**config.mk**
```make
export PLATFORM = sky130hd
export DESIGN_NAME = bin_to_bcd_display
export DESIGN_NICKNAME = d
export VERILOG_FILES = /design/src/rtl/bin_to_bcd_display.sv
export SDC_FILE = /design/constraint.sdc
export NUM_CORES = 1
export LEC_CHECK = 0
export CORE_ASPECT_RATIO = 0.7
export CORE_UTILIZATION = 35
export CTS_CLUSTER_DIAMETER = 80
export DETAILED_ROUTE_END_ITERATION = 8
export PLACE_DENSITY = 0.6
export SYNTH_ARGS = -nofsm -noshare
export SYNTH_HDL_FRONTEND = slang
export SYNTH_SLANG_ARGS = --single-unit
export TNS_END_PERCENT = 5
```
**constraint.sdc**
```tcl
create_clock -name clk -period 2.1 [get_ports clk]
set_input_delay 0.315 -clock clk [delete_from_list [all_inputs] [get_ports clk]]
set_output_delay 0.315 -clock clk [all_outputs]
set_load 0.1 [all_outputs]
```
**src/rtl/bin_to_bcd_display.sv**
```systemverilog
// rtl/bin_to_bcd_display.sv - sequential double-dabble binary to packed 4-digit BCD converter
// Optional feature: define BCD_HEX_BYPASS_EN to add hex_mode (raw hex passthrough).
module bin_to_bcd_display #(
    parameter int DATA_W  = 16,
    parameter int MAX_VAL = 9999
) (
    input  logic              clk,
    input  logic              reset,
    input  logic              start,
    input  logic [DATA_W-1:0] bin_value,
`ifdef BCD_HEX_BYPASS_EN
    input  logic              hex_mode,
`endif
    output logic              busy,
    output logic              done,
    output logic              overflow,
    output logic [15:0]       display_data
);

    localparam int CNT_W = $clog2(DATA_W + 1);

    typedef enum logic {IDLE, SHIFT} state_t;

    state_t              state;
    logic [CNT_W-1:0]    count;
    logic [DATA_W-1:0]   bin_sr;
    logic [15:0]         bcd;
    logic                ovf_pending;
    logic [15:0]         bcd_adj;
    logic [15+DATA_W:0]  shifted;
    logic [15:0]         result;
    logic                result_ovf;
`ifdef BCD_HEX_BYPASS_EN
    logic                hex_pending;
    logic [15:0]         hex_value;
`endif

    // Add-3 correction on every nibble, then one left shift of {bcd, bin}.
    always_comb begin
        bcd_adj = bcd;
        for (int i = 0; i < 4; i++) begin
            if (bcd[4*i +: 4] >= 4'd5)
                bcd_adj[4*i +: 4] = bcd[4*i +: 4] + 4'd3;
        end
        shifted = {bcd_adj[14:0], bin_sr, 1'b0};
    end

    always_comb begin
        result     = ovf_pending ? 16'h9999 : bcd;
        result_ovf = ovf_pending;
`ifdef BCD_HEX_BYPASS_EN
        if (hex_pending) begin
            result     = hex_value;
            result_ovf = 1'b0;
        end
`endif
    end

    always_ff @(posedge clk or posedge reset) begin
        if (reset) begin
            state        <= IDLE;
            count        <= '0;
            bin_sr       <= '0;
            bcd          <= '0;
            ovf_pending  <= 1'b0;
            busy         <= 1'b0;
            done         <= 1'b0;
            overflow     <= 1'b0;
            display_data <= 16'h0000;
`ifdef BCD_HEX_BYPASS_EN
            hex_pending  <= 1'b0;
            hex_value    <= 16'h0000;
`endif
        end else begin
            done <= 1'b0;
            case (state)
                IDLE: begin
                    if (start) begin
                        bin_sr      <= bin_value;
                        bcd         <= '0;
                        count       <= CNT_W'(DATA_W);
                        ovf_pending <= 32'(bin_value) > 32'(MAX_VAL);
                        busy        <= 1'b1;
                        state       <= SHIFT;
`ifdef BCD_HEX_BYPASS_EN
                        hex_pending <= hex_mode;
                        hex_value   <= 16'(bin_value);
`endif
                    end
                end
                SHIFT: begin
                    // All DATA_W shifts are done once count hits zero; this edge publishes.
                    if (count == '0) begin
                        display_data <= result;
                        overflow     <= result_ovf;
                        done         <= 1'b1;
                        busy         <= 1'b0;
                        state        <= IDLE;
                    end else begin
                        bcd    <= shifted[15+DATA_W:DATA_W];
                        bin_sr <= shifted[DATA_W-1:0];
                        count  <= count - 1'b1;
                    end
                end
                default: state <= IDLE;
            endcase
        end
    end

endmodule

```
==> impl_metrics.csv <==
group,metric,value,unit
final_layout,area_delta_synth_final,23.5,%
yosys,synth_top_area_share,53.6,%
place,place_area,0.00316,sq mm
global_route,grt_most_used_layer,"met2",
detailed_routing,num_vias,1974,
setup_path,regToRegEndpoint,"display_data[5]$_DFFE_PP0P_",
yosys,syn-cell-area,0.00271,sq mm
place,dp_hpwl,3.89,mm
global_route,grt_pass1_vias,1880,
global_route,grt_max_degree,34,
clock_tree,cts_sinks,58,
global_route,grt-ovfl-total,0,
detailed_routing,viasPerCell,4.80,
yosys,yosys-top-cells-count,"dfrtp_1, nand2_1, o21ai_0, mux2i_1, nor2_1",
yosys,yosysMostFrequentCell,"dfrtp_1",
clock_tree,cts_hold_buf,0,
die,start_util,36.7,%
detailed_routing,firstDrtPassIters,5,
clock_tree,clk_pin_slew,0.06,ns
timing,tightest_slew,0.572,ns
timing,finalSetupTns,0,ns
setup_path,critical_path_arrival,2.11,ns
setup_path,worst_setup_path_end_kind,"flop",
setup_path,regToRegStartpoint,"count[0]$_DFFE_PP0P_",
timing,drv_slew,0,
timing,finalHoldViolations,0,
die,dieArea,0.00810,sq mm
die,die_w,107,um
setup_path,required,2.33,ns
detailed_routing,drtIter0Drc,82,
clock_tree,cts_inserted_buffers,9,
yosys,ys.flop_type,"dfrtp_1",
timing,max_slew_margin,61.9,%
yosys,ys_seq_area_share,53.6,%
detailed_routing,drc_errors,0,
yosys,synthArstFlopShare,100,%
yosys,ys_types,32,
place,dp.cells,395,
yosys,synth-edff-count,0,
place,numPortBuffers,37,
timing,setup_viol,0,
yosys,ys_seq_elements,58,
hold_path,min_path_type,"in -> async",
global_route,met1_usage,21.0,%
detailed_routing,routed_wl,5.45,mm
setup_path,ff2ff_setup_slack,0.22,ns
yosys,yosys.area.top_type,"dfrtp_1",
flow_run,maxCapViolCount,0,
yosys,synth_warnings,0,
setup_path,reg2reg_depth,6,
final_layout,fin_cells,411,
global_route,grt_usage,15.2,%
timing,fin_crit,1.88,ns
timing,fin_skew,0.00653,ns
clock_tree,h-tree-depth,3,
global_route,grt_pass1_wl,9.20,mm
clock_tree,cts_root_buf,"clkbuf_8",
die,num_rows,26,
clock_tree,cts_tree,"done",
setup_path,cp_max_fo,24,
final_layout,drive_gt1_share,14.7,%
die,fp.coreArea,0.00738,sq mm
yosys,syn_inst,266,
timing,fin_crit_sh,89.3,%
final_layout,insertedDiodeCount,0,
global_route,use_met2,22.4,%
clock_tree,cts_buffer_depth,2,
clock_tree,post-cts-setup-buffers,0,
global_route,antenna_found_initial,0,
die,fp.dieH,75.6,um
detailed_routing,antenna_left,0,
timing,max_freq,533,MHz
final_layout,fin_area,0.00334,sq mm
timing,rsz0062_at_grt,"no",
setup_path,critPathLaunchType,"flop",
outcome,outcome,"finished, final reports clean",
detailed_routing,wire_per_inst,13.3,um
place,gp_congestion,0.796,
global_route,gr-usage-met3,4.88,%
final_layout,fin_nets,336,
yosys,synth.net_count,294,
clock_tree,worst_skew_pair.late_latency,0.33,ns
setup_path,crit_type,"reg -> reg",
die,io_pins,38,
clock_tree,cts_resized,0,
yosys,synth_area_leaders,"dfrtp_1, mux2i_1, nand2_1, o21ai_0, ha_1",
yosys,postSynthAreaPerCell,10.2,sq um
final cells by class:
cell class                      count  area [sq um]
Fill cell                         715          4040
Clock buffer                       14           173
Sequential cell                    58          1450
Inverter                           13          48.8
Multi-Input combinational cell    181          1130
Clock inverter                      2          10.0
Tap cell                           98           123
Timing Repair Buffer               45           408
cell families (layout without fill, tap and decap cells):
group	Yosys count	after routing	share of synthesized area, %
flops	58	58	53.6
buf+inv	27	74	4.66
compound gates	64	64	14.4
simple gates	82	82	13.8
xor+xnor	4	4	1.29
fa+ha+maj	9	9	4.16
mux	22	22	8.18
layer usage:
layer,share of wire (%),vias to the layer above
li1,-,1003
met1,50,934
met2,45,33
met3,4.0,4
met4,0.92,0
met5,0,-
stage by stage:
stage	hold slack, ns	utilization, %	setup WS, ns
after floorplan	0.448	-	0.352
after global placement	0.465	42.8	0.261
after detailed placement	0.473	42.8	0.216
after CTS	0.261	45.3	0.204
after global routing	0.276	45.3	0.0688
final	0.256	45.3	0.224
how the worst max path moves through the flow:
stage / start / endpoint / slack [ns] / depth (start not counted)
floorplan: count[0]$_DFFE_PP0P_ / bin_sr[10]$_DFFE_PP0P_ / 0.35 / 6
global placement: count[0]$_DFFE_PP0P_ / count[2]$_DFFE_PP0P_ / 0.26 / 6
detailed placement: count[0]$_DFFE_PP0P_ / bin_sr[3]$_DFFE_PP0P_ / 0.22 / 6
CTS: count[0]$_DFFE_PP0P_ / count[2]$_DFFE_PP0P_ / 0.20 / 6
global route: count[0]$_DFFE_PP0P_ / display_data[5]$_DFFE_PP0P_ / 0.07 / 6
finish: count[0]$_DFFE_PP0P_ / display_data[5]$_DFFE_PP0P_ / 0.22 / 6
critical path: stages, from the launching register on:
cell     delay, ns
dfrtp_1       0.40
inv_1         0.07
ha_1          0.17
nand2_1       0.07
or4_1         0.63
buf_12        0.25
o31ai_1       0.19
flip-flops by register name, indices dropped and copies added, names as in the netlist:
| register | flops |
|---|---|
| bcd | 16 |
| bin_sr | 16 |
| display_data | 16 |
| count | 5 |
| busy | 1 |
| done | 1 |
| overflow | 1 |
| ovf_pending | 1 |
| state | 1 |
cells in the final DEF (no fill, tap or decap), drive strengths merged:
| cell type | instances |
|---|---|
| a22o | 5 |
| or4b | 1 |
| o31ai | 4 |
| o32a | 1 |
| nor2 | 14 |
| o21ai | 33 |
| a21oi | 8 |
| or4 | 1 |
| ha | 9 |
| nor3b | 3 |
| nand3 | 5 |
| o22ai | 8 |
| o211ai | 4 |
| o311ai | 1 |
| dfrtp | 58 |
| inv | 13 |
| nand2 | 44 |
| mux2i | 21 |
| buf | 27 |
| nor2b | 1 |
| clkdlybuf4s50 | 18 |
| nand2b | 9 |
| nor3 | 1 |
| nor4 | 2 |
| mux2 | 1 |
| clkbuf | 14 |
| clkinv | 2 |
| and2 | 1 |
| xnor2 | 4 |
Power is left out: the tool's default activity adds up to more than one toggle a clock period on the data nets, which glitch-free logic cannot reach.
